$ cat src/rtl/scarv_cop_palu_addsub_seq.sv
// Multi-cycle packed add/subtract for the SCARV COP packed ALU: CW bits per beat, carry chain cut at lane edges.
// Define SCARV_COP_PALU_SAT_EN to add the one-cycle FIX state for unsigned lane saturation.
module scarv_cop_palu_addsub_seq #(
  parameter int W  = 32,
  parameter int CW = 8
) (
  input  logic           g_clk,
  input  logic           g_reset,
  input  logic           in_valid,
  output logic           in_ready,
  input  logic [W-1:0]   a,
  input  logic [W-1:0]   b,
  input  logic [2:0]     lw,
  input  logic           sub,
  input  logic           ci,
  input  logic           sat,
  output logic           out_valid,
  input  logic           out_ready,
  output logic [W-1:0]   c,
  output logic [W/2-1:0] co_lanes
);

  localparam int NBEAT = W / CW;
  localparam int AW    = $clog2(W);
  localparam int CWL   = $clog2(CW);
  localparam int BW    = (NBEAT > 1) ? $clog2(NBEAT) : 1;
  localparam int LNW   = AW - 1;
  localparam logic [BW-1:0] LAST_BEAT = BW'(NBEAT - 1);

  typedef enum logic [1:0] {S_IDLE, S_BUSY, S_FIX, S_DONE} state_t;

  state_t           state_q;
  logic [BW-1:0]    beat_q;
  logic             cc_q;
  logic [W-1:0]     a_q, b_q;
  logic [2:0]       lw_q;
  logic             sub_q, ci_q;
  logic [W-1:0]     c_q, c_d;
  logic [W/2-1:0]   co_q, co_d;
  logic             cc_d;
  logic             out_valid_q, in_ready_q;

  int unsigned      lsh;
  logic [AW-1:0]    mask;
  logic [AW-1:0]    idx, nidx;
  logic [LNW-1:0]   lane;
  logic             cy, cin, bx;

  // Lane width clamps to one full-W lane for oversize codes.
  always_comb begin
    lsh = int'(lw_q) + 1;
    if (lsh > AW) lsh = AW;
    mask = (AW'(1) << lsh) - AW'(1);
  end

  // Ripple one chunk; the first bit continues from the chunk-carry register.
  always_comb begin
    c_d  = c_q;
    co_d = co_q;
    cy   = cc_q;
    cin  = 1'b0;
    bx   = 1'b0;
    idx  = '0;
    lane = '0;
    for (int j = 0; j < CW; j++) begin
      idx = (AW'(beat_q) << CWL) | AW'(j);
      if (idx == '0)               cin = sub_q ? 1'b1 : ci_q;
      else if ((idx & mask) == '0) cin = sub_q;
      else                         cin = cy;
      bx       = b_q[idx] ^ sub_q;
      c_d[idx] = a_q[idx] ^ bx ^ cin;
      cy       = (a_q[idx] & bx) | (cin & (a_q[idx] ^ bx));
      if ((idx & mask) == mask) begin
        lane       = LNW'(idx >> lsh);
        co_d[lane] = cy;
      end
    end
    nidx = idx + AW'(1);
    cc_d = ((nidx & mask) == '0) ? 1'b0 : cy;
  end

`ifdef SCARV_COP_PALU_SAT_EN
  logic           sat_q;
  logic [W-1:0]   fix_c;
  logic [AW-1:0]  fidx;
  logic [LNW-1:0] flane;

  // Overflowing lanes clamp: add carry -> all ones, sub borrow -> all zeros.
  always_comb begin
    fix_c = c_q;
    fidx  = '0;
    flane = '0;
    for (int i = 0; i < W; i++) begin
      fidx  = AW'(i);
      flane = LNW'(fidx >> lsh);
      if (sat_q && !sub_q && co_q[flane])     fix_c[i] = 1'b1;
      else if (sat_q && sub_q && !co_q[flane]) fix_c[i] = 1'b0;
    end
  end
`else
  logic unused_sat;
  assign unused_sat = sat;
`endif

  always_ff @(posedge g_clk) begin
    if (g_reset) begin
      state_q     <= S_IDLE;
      beat_q      <= '0;
      cc_q        <= 1'b0;
      c_q         <= '0;
      co_q        <= '0;
      out_valid_q <= 1'b0;
      in_ready_q  <= 1'b1;
    end else begin
      case (state_q)
        S_IDLE: begin
          if (in_valid) begin
            a_q        <= a;
            b_q        <= b;
            lw_q       <= lw;
            sub_q      <= sub;
            ci_q       <= ci;
`ifdef SCARV_COP_PALU_SAT_EN
            sat_q      <= sat;
`endif
            c_q        <= '0;
            co_q       <= '0;
            cc_q       <= 1'b0;
            beat_q     <= '0;
            in_ready_q <= 1'b0;
            state_q    <= S_BUSY;
          end
        end
        S_BUSY: begin
          c_q  <= c_d;
          co_q <= co_d;
          cc_q <= cc_d;
          if (beat_q == LAST_BEAT) begin
`ifdef SCARV_COP_PALU_SAT_EN
            state_q     <= S_FIX;
`else
            state_q     <= S_DONE;
            out_valid_q <= 1'b1;
`endif
          end else begin
            beat_q <= beat_q + BW'(1);
          end
        end
        S_FIX: begin
`ifdef SCARV_COP_PALU_SAT_EN
          c_q <= fix_c;
`endif
          state_q     <= S_DONE;
          out_valid_q <= 1'b1;
        end
        S_DONE: begin
          if (out_ready) begin
            out_valid_q <= 1'b0;
            in_ready_q  <= 1'b1;
            state_q     <= S_IDLE;
          end
        end
        default: state_q <= S_IDLE;
      endcase
    end
  end

  assign in_ready  = in_ready_q;
  assign out_valid = out_valid_q;
  assign c         = c_q;
  assign co_lanes  = co_q;

endmodule

$ cat config.mk
export PLATFORM = sky130hd
export DESIGN_NAME = scarv_cop_palu_addsub_seq
export DESIGN_NICKNAME = d
export VERILOG_FILES = /design/src/rtl/scarv_cop_palu_addsub_seq.sv
export SDC_FILE = /design/constraint.sdc
export NUM_CORES = 1
export LEC_CHECK = 0
export CAP_MARGIN = 20
export CORE_ASPECT_RATIO = 1.1
export CORE_UTILIZATION = 50
export CTS_CLUSTER_SIZE = 24
export DETAILED_ROUTE_END_ITERATION = 16
export DONT_BUFFER_PORTS = 1
export MAX_ROUTING_LAYER = met4
export PLACE_DENSITY = 0.68
export SETUP_SLACK_MARGIN = 0.15
export SLEW_MARGIN = 20
export SYNTH_ARGS = -nofsm -noshare
export SYNTH_HDL_FRONTEND = slang
export SYNTH_SLANG_ARGS = --single-unit
$ cat constraint.sdc
create_clock -name g_clk -period 6.92 [get_ports g_clk]
set_input_delay 0.692 -clock g_clk [delete_from_list [all_inputs] [get_ports g_clk]]
set_output_delay 0.692 -clock g_clk [all_outputs]
set_load 0.02 [all_outputs]
==> reports/summary.md <==
• **status** finished, final reports clean
• **area post-placement** 6724 sq um
• **maximum clock frequency** 155.0 MHz
• **worst-case setup slack after placement** -0.02178 ns
• **half-perimeter wire length of the detailed placement result** 12.81 mm
• **total of max-cap violations** 0
• **Flop pwr share** 0.340
• **initial antenna violation count** 0
• **min setup slack post-route** 0.4704 ns
• **final setup violating endpoints** 0
• **Util after Layout** 0.5853
• **first-pass GRT wire length** 26.99 mm
• **library cell occupying the most area in the post-synthesis netlist** sky130_fd_sc_hd__edfxtp_1
• **switching power share of the total** 0.3702
• **Row Count** 43
• **final net count** 724
• **initial core utilization** 0.5124
• **largest net degree at the start of global routing** 70
• **y dimension of the die** 121.4 microns
• **# clock sinks** 124
• **count of antenna-violating nets left after detailed routing** 0
• **peak fanout along the critical path** 6
• **share of synthesized area occupied by flip-flops and latches** 0.4898
• **Worst-path clk slew** 0.05 ns
• **DRC violation total after the first TritonRoute iteration** 487
• **Worst Setup SP** lw_q[0]$_DFFE_PP_
• **biggest area contributors in the synthesized netlist** sky130_fd_sc_hd__edfxtp_1 (32%), sky130_fd_sc_hd__dfxtp_1 (17%), sky130_fd_sc_hd__mux4_2 (5.6%)
• **GRT Resource Usage Total** 0.2747
• **number of nets produced by synthesis** 703
• **boundary pin count** 124
• **router iterations before antenna repair** 5
• **average vias per placed instance** 6.491
• **final critical-path share of the clock period** 0.9320
• **unrepaired setup endpoints after global routing** no
• **H-tree level count** 4
• **async set-or-reset flop fraction in the synthesized netlist** 0
• **required time of the worst setup path** 7.23 ns
• **worst rel slew slack** 0.4410
• **class of the most critical setup path** reg2reg
• **fraction of layout cells with a size suffix above 1** 0.1928
• **final clock skew** 0.01870 ns
• **power density over cell area** 375.5 nW/um^2
• **element type at the critical path start** flop
• **total die area** 13420 sq um
• **origin of the critical flop-to-flop path** lw_q[0]$_DFFE_PP_
• **most used flip-flop cell after synthesis** sky130_fd_sc_hd__edfxtp_1
• **final RePlAce weighted congestion** 0.9296
• **switching power summed over all nets** 1.029 mW
• **sum of buffers and inverters on the critical path** 4
• **critical path's slowest cell** sky130_fd_sc_hd__fa_2
• **number of flip-flops and latches in the synthesized netlist** 124
• **leakage power of the design** 2.567 nW
• **count of synthesis-stage warnings from yosys** 0
• **WL met3** 1.339 mm
• **count of flip-flops with a built-in enable after synthesis** 69
• **post-route minimum period** 6.450 ns
• **area of all placed cells without fillers** 7400 sq um
• **clock network power share** 0.301
• **Slew @ Worst Pin** 0.8385 ns
• **Antenna diodes** 0
• **proportion of netlist area held by the largest area contributor** 0.3198
• **synthesized netlist cell count** 609
• **GRT overflow** 0
• **number of buffers created by CTS** 17
• **worst hold path startpoint** g_reset
• **WL met2** 8.567 mm
• **M1 wire length** 7.424 mm
• **mean cell area of the mapped netlist** 10.64 sq um
• **number of pins with negative max-slew slack in the final report** 0
• **cell type group with the largest total delay on the critical path** adder cells
• **count of buffers from port buffering** 0
• **Vias** 5193
• **Internal Pwr Total** 1.750 mW
• **cell mode on critical path** sky130_fd_sc_hd__fa_2
• **root buffer cell** sky130_fd_sc_hd__clkbuf_16
• **clock tree from TritonCTS** yes
• **number of global-route vias before repair** 4909
• **peak supply drop** 235.5 uV
• **synth unique cells** 81
• **Core Region** 12640 sq um
• **CP max stage delay** 0.45 ns
• **later-pin clock latency in the skew report** 0.42 ns
• **die span in x** 110.5 microns
• **CP endpoint kind** flop
• **Mapped Area** 6479 sq um
• **combinational fraction of design power** 0.359
• **signal arrival time at the worst endpoint** 6.76 ns
• **buffer depth of the longest clock path** 2
• **total wirelength of the detailed-routed design** 17.89 mm
• **total DRC errors in the routed layout** 0
• **number of hold violations in the final report** 0
• **Avg WL per Cell** 22.36 microns
• **signed area change from the synthesized netlist to the final layout** 14.21%
• **highest metal layer used by the detailed router** met4
• **hold crit path type** in2reg
==> sequential cells by signal, summed over array words and instances (netlist names) <==
signal / flops
c: 32
co_lanes: 16
in_ready: 1
beat_q: 2
a_q: 32
sub_q: 1
cc_q: 1
out_valid: 1
ci_q: 1
lw_q: 3
b_q: 32
state_q: 2
==> placed cells by master, fill, tap and decap left out, types with 6 or more instances in the layout <==
master,count
sky130_fd_sc_hd__nor2_1,76
sky130_fd_sc_hd__edfxtp_1,69
sky130_fd_sc_hd__dfxtp_1,54
sky130_fd_sc_hd__nand2_1,42
sky130_fd_sc_hd__a21oi_1,39
sky130_fd_sc_hd__buf_4,30
sky130_fd_sc_hd__o21ai_0,22
sky130_fd_sc_hd__inv_1,19
sky130_fd_sc_hd__clkbuf_16,19
sky130_fd_sc_hd__a22oi_1,18
sky130_fd_sc_hd__mux4_2,16
sky130_fd_sc_hd__nand3_1,12
sky130_fd_sc_hd__ha_1,11
sky130_fd_sc_hd__nor3_1,9
sky130_fd_sc_hd__o22ai_1,9
sky130_fd_sc_hd__xnor2_1,8
sky130_fd_sc_hd__o21ai_1,8
sky130_fd_sc_hd__a31oi_1,8
sky130_fd_sc_hd__nand4_1,7
sky130_fd_sc_hd__a21o_1,7
sky130_fd_sc_hd__fa_2,7
sky130_fd_sc_hd__and3_1,6
sky130_fd_sc_hd__o211ai_1,6
sky130_fd_sc_hd__a211oi_1,6
==> per-layer routing <==
| layer | track usage | vias to the layer above |
|---|---|---|
| li1 | - | 2350 |
| met1 | 0.3369 | 2518 |
| met2 | 0.4224 | 284 |
| met3 | 0.06843 | 41 |
| met4 | 0.1433 | 0 |
| met5 | - | - |
==> worst paths after layout <==
check / slack, ns / depth (start not counted) / end
setup / recovery: 0.47 / 34 / co_lanes[1]$_SDFFE_PP0P_
hold / removal: 0.34 / 1 / beat_q[0]$_SDFFE_PP0P_
setup reg to reg: 0.47 / 34 / co_lanes[1]$_SDFFE_PP0P_
hold reg to reg: 0.51 / 2 / cc_q$_SDFFE_PP0P_
==> final cells by class <==
class	count	area, sq um
clock buffers	23	508.0
fillers	1050	5244
well taps	157	196.4
inverters	25	93.84
repair buffers	30	225.2
clock inverters	9	57.56
flip-flops and latches	124	3174
multi-input cells	432	3144
==> synth_stat cells (9+ instances only) <==
| cell type | n |
|---|---|
| sky130_fd_sc_hd__o21ai_0 | 26 |
| sky130_fd_sc_hd__nand2_1 | 42 |
| sky130_fd_sc_hd__o22ai_1 | 9 |
| sky130_fd_sc_hd__a21oi_1 | 40 |
| sky130_fd_sc_hd__nor2_1 | 78 |
| sky130_fd_sc_hd__nand3_1 | 12 |
| sky130_fd_sc_hd__mux4_2 | 16 |
| sky130_fd_sc_hd__a22oi_1 | 18 |
| sky130_fd_sc_hd__nor3_1 | 9 |
| sky130_fd_sc_hd__dfxtp_1 | 55 |
| sky130_fd_sc_hd__clkbuf_1 | 13 |
| sky130_fd_sc_hd__ha_1 | 12 |
| sky130_fd_sc_hd__edfxtp_1 | 69 |
| sky130_fd_sc_hd__inv_1 | 20 |
==> stage by stage <==
stage	cells	total power, mW	TNS, ns	hold WS [ns]
after CTS	794	2.718	0	0.3240
after global routing	800	2.891	0	0.3283
after global placement	762	1.846	0	0.4870
after detailed placement	762	1.865	-0.02178	0.4944
after floorplan	609	1.559	0	0.4573
final	800	2.779	0	0.3367
==> what timing repair did <==
item / CTS / global route
hold buffers: 0 / 0
resized for setup: 7 / 17
pin swaps: 1 / 10
buffers inserted: 0 / 6
endpoints found under the setup margin: 1 / 6
==> cell families after synthesis <==
logic type      after synthesis  share of synthesized area
buf+inv                      53                    0.03611
compound gates              189                     0.2088
xor+xnor                      9                    0.01217
fa+ha+maj                    20                    0.04789
flops                       124                     0.4898
mux                          23                    0.06682
simple gates                191                     0.1385
==> power groups by stage <==
stage	clock (mW)	sequential [mW]	combinational, mW
final	0.837	0.944	0.998
after global routing	0.873	0.951	1.07
after CTS	0.847	0.944	0.927
after detailed placement	0	0.959	0.906
after global placement	0	0.954	0.893
after floorplan	0	0.940	0.618
Note: power is estimated with default switching activity, not from simulation.
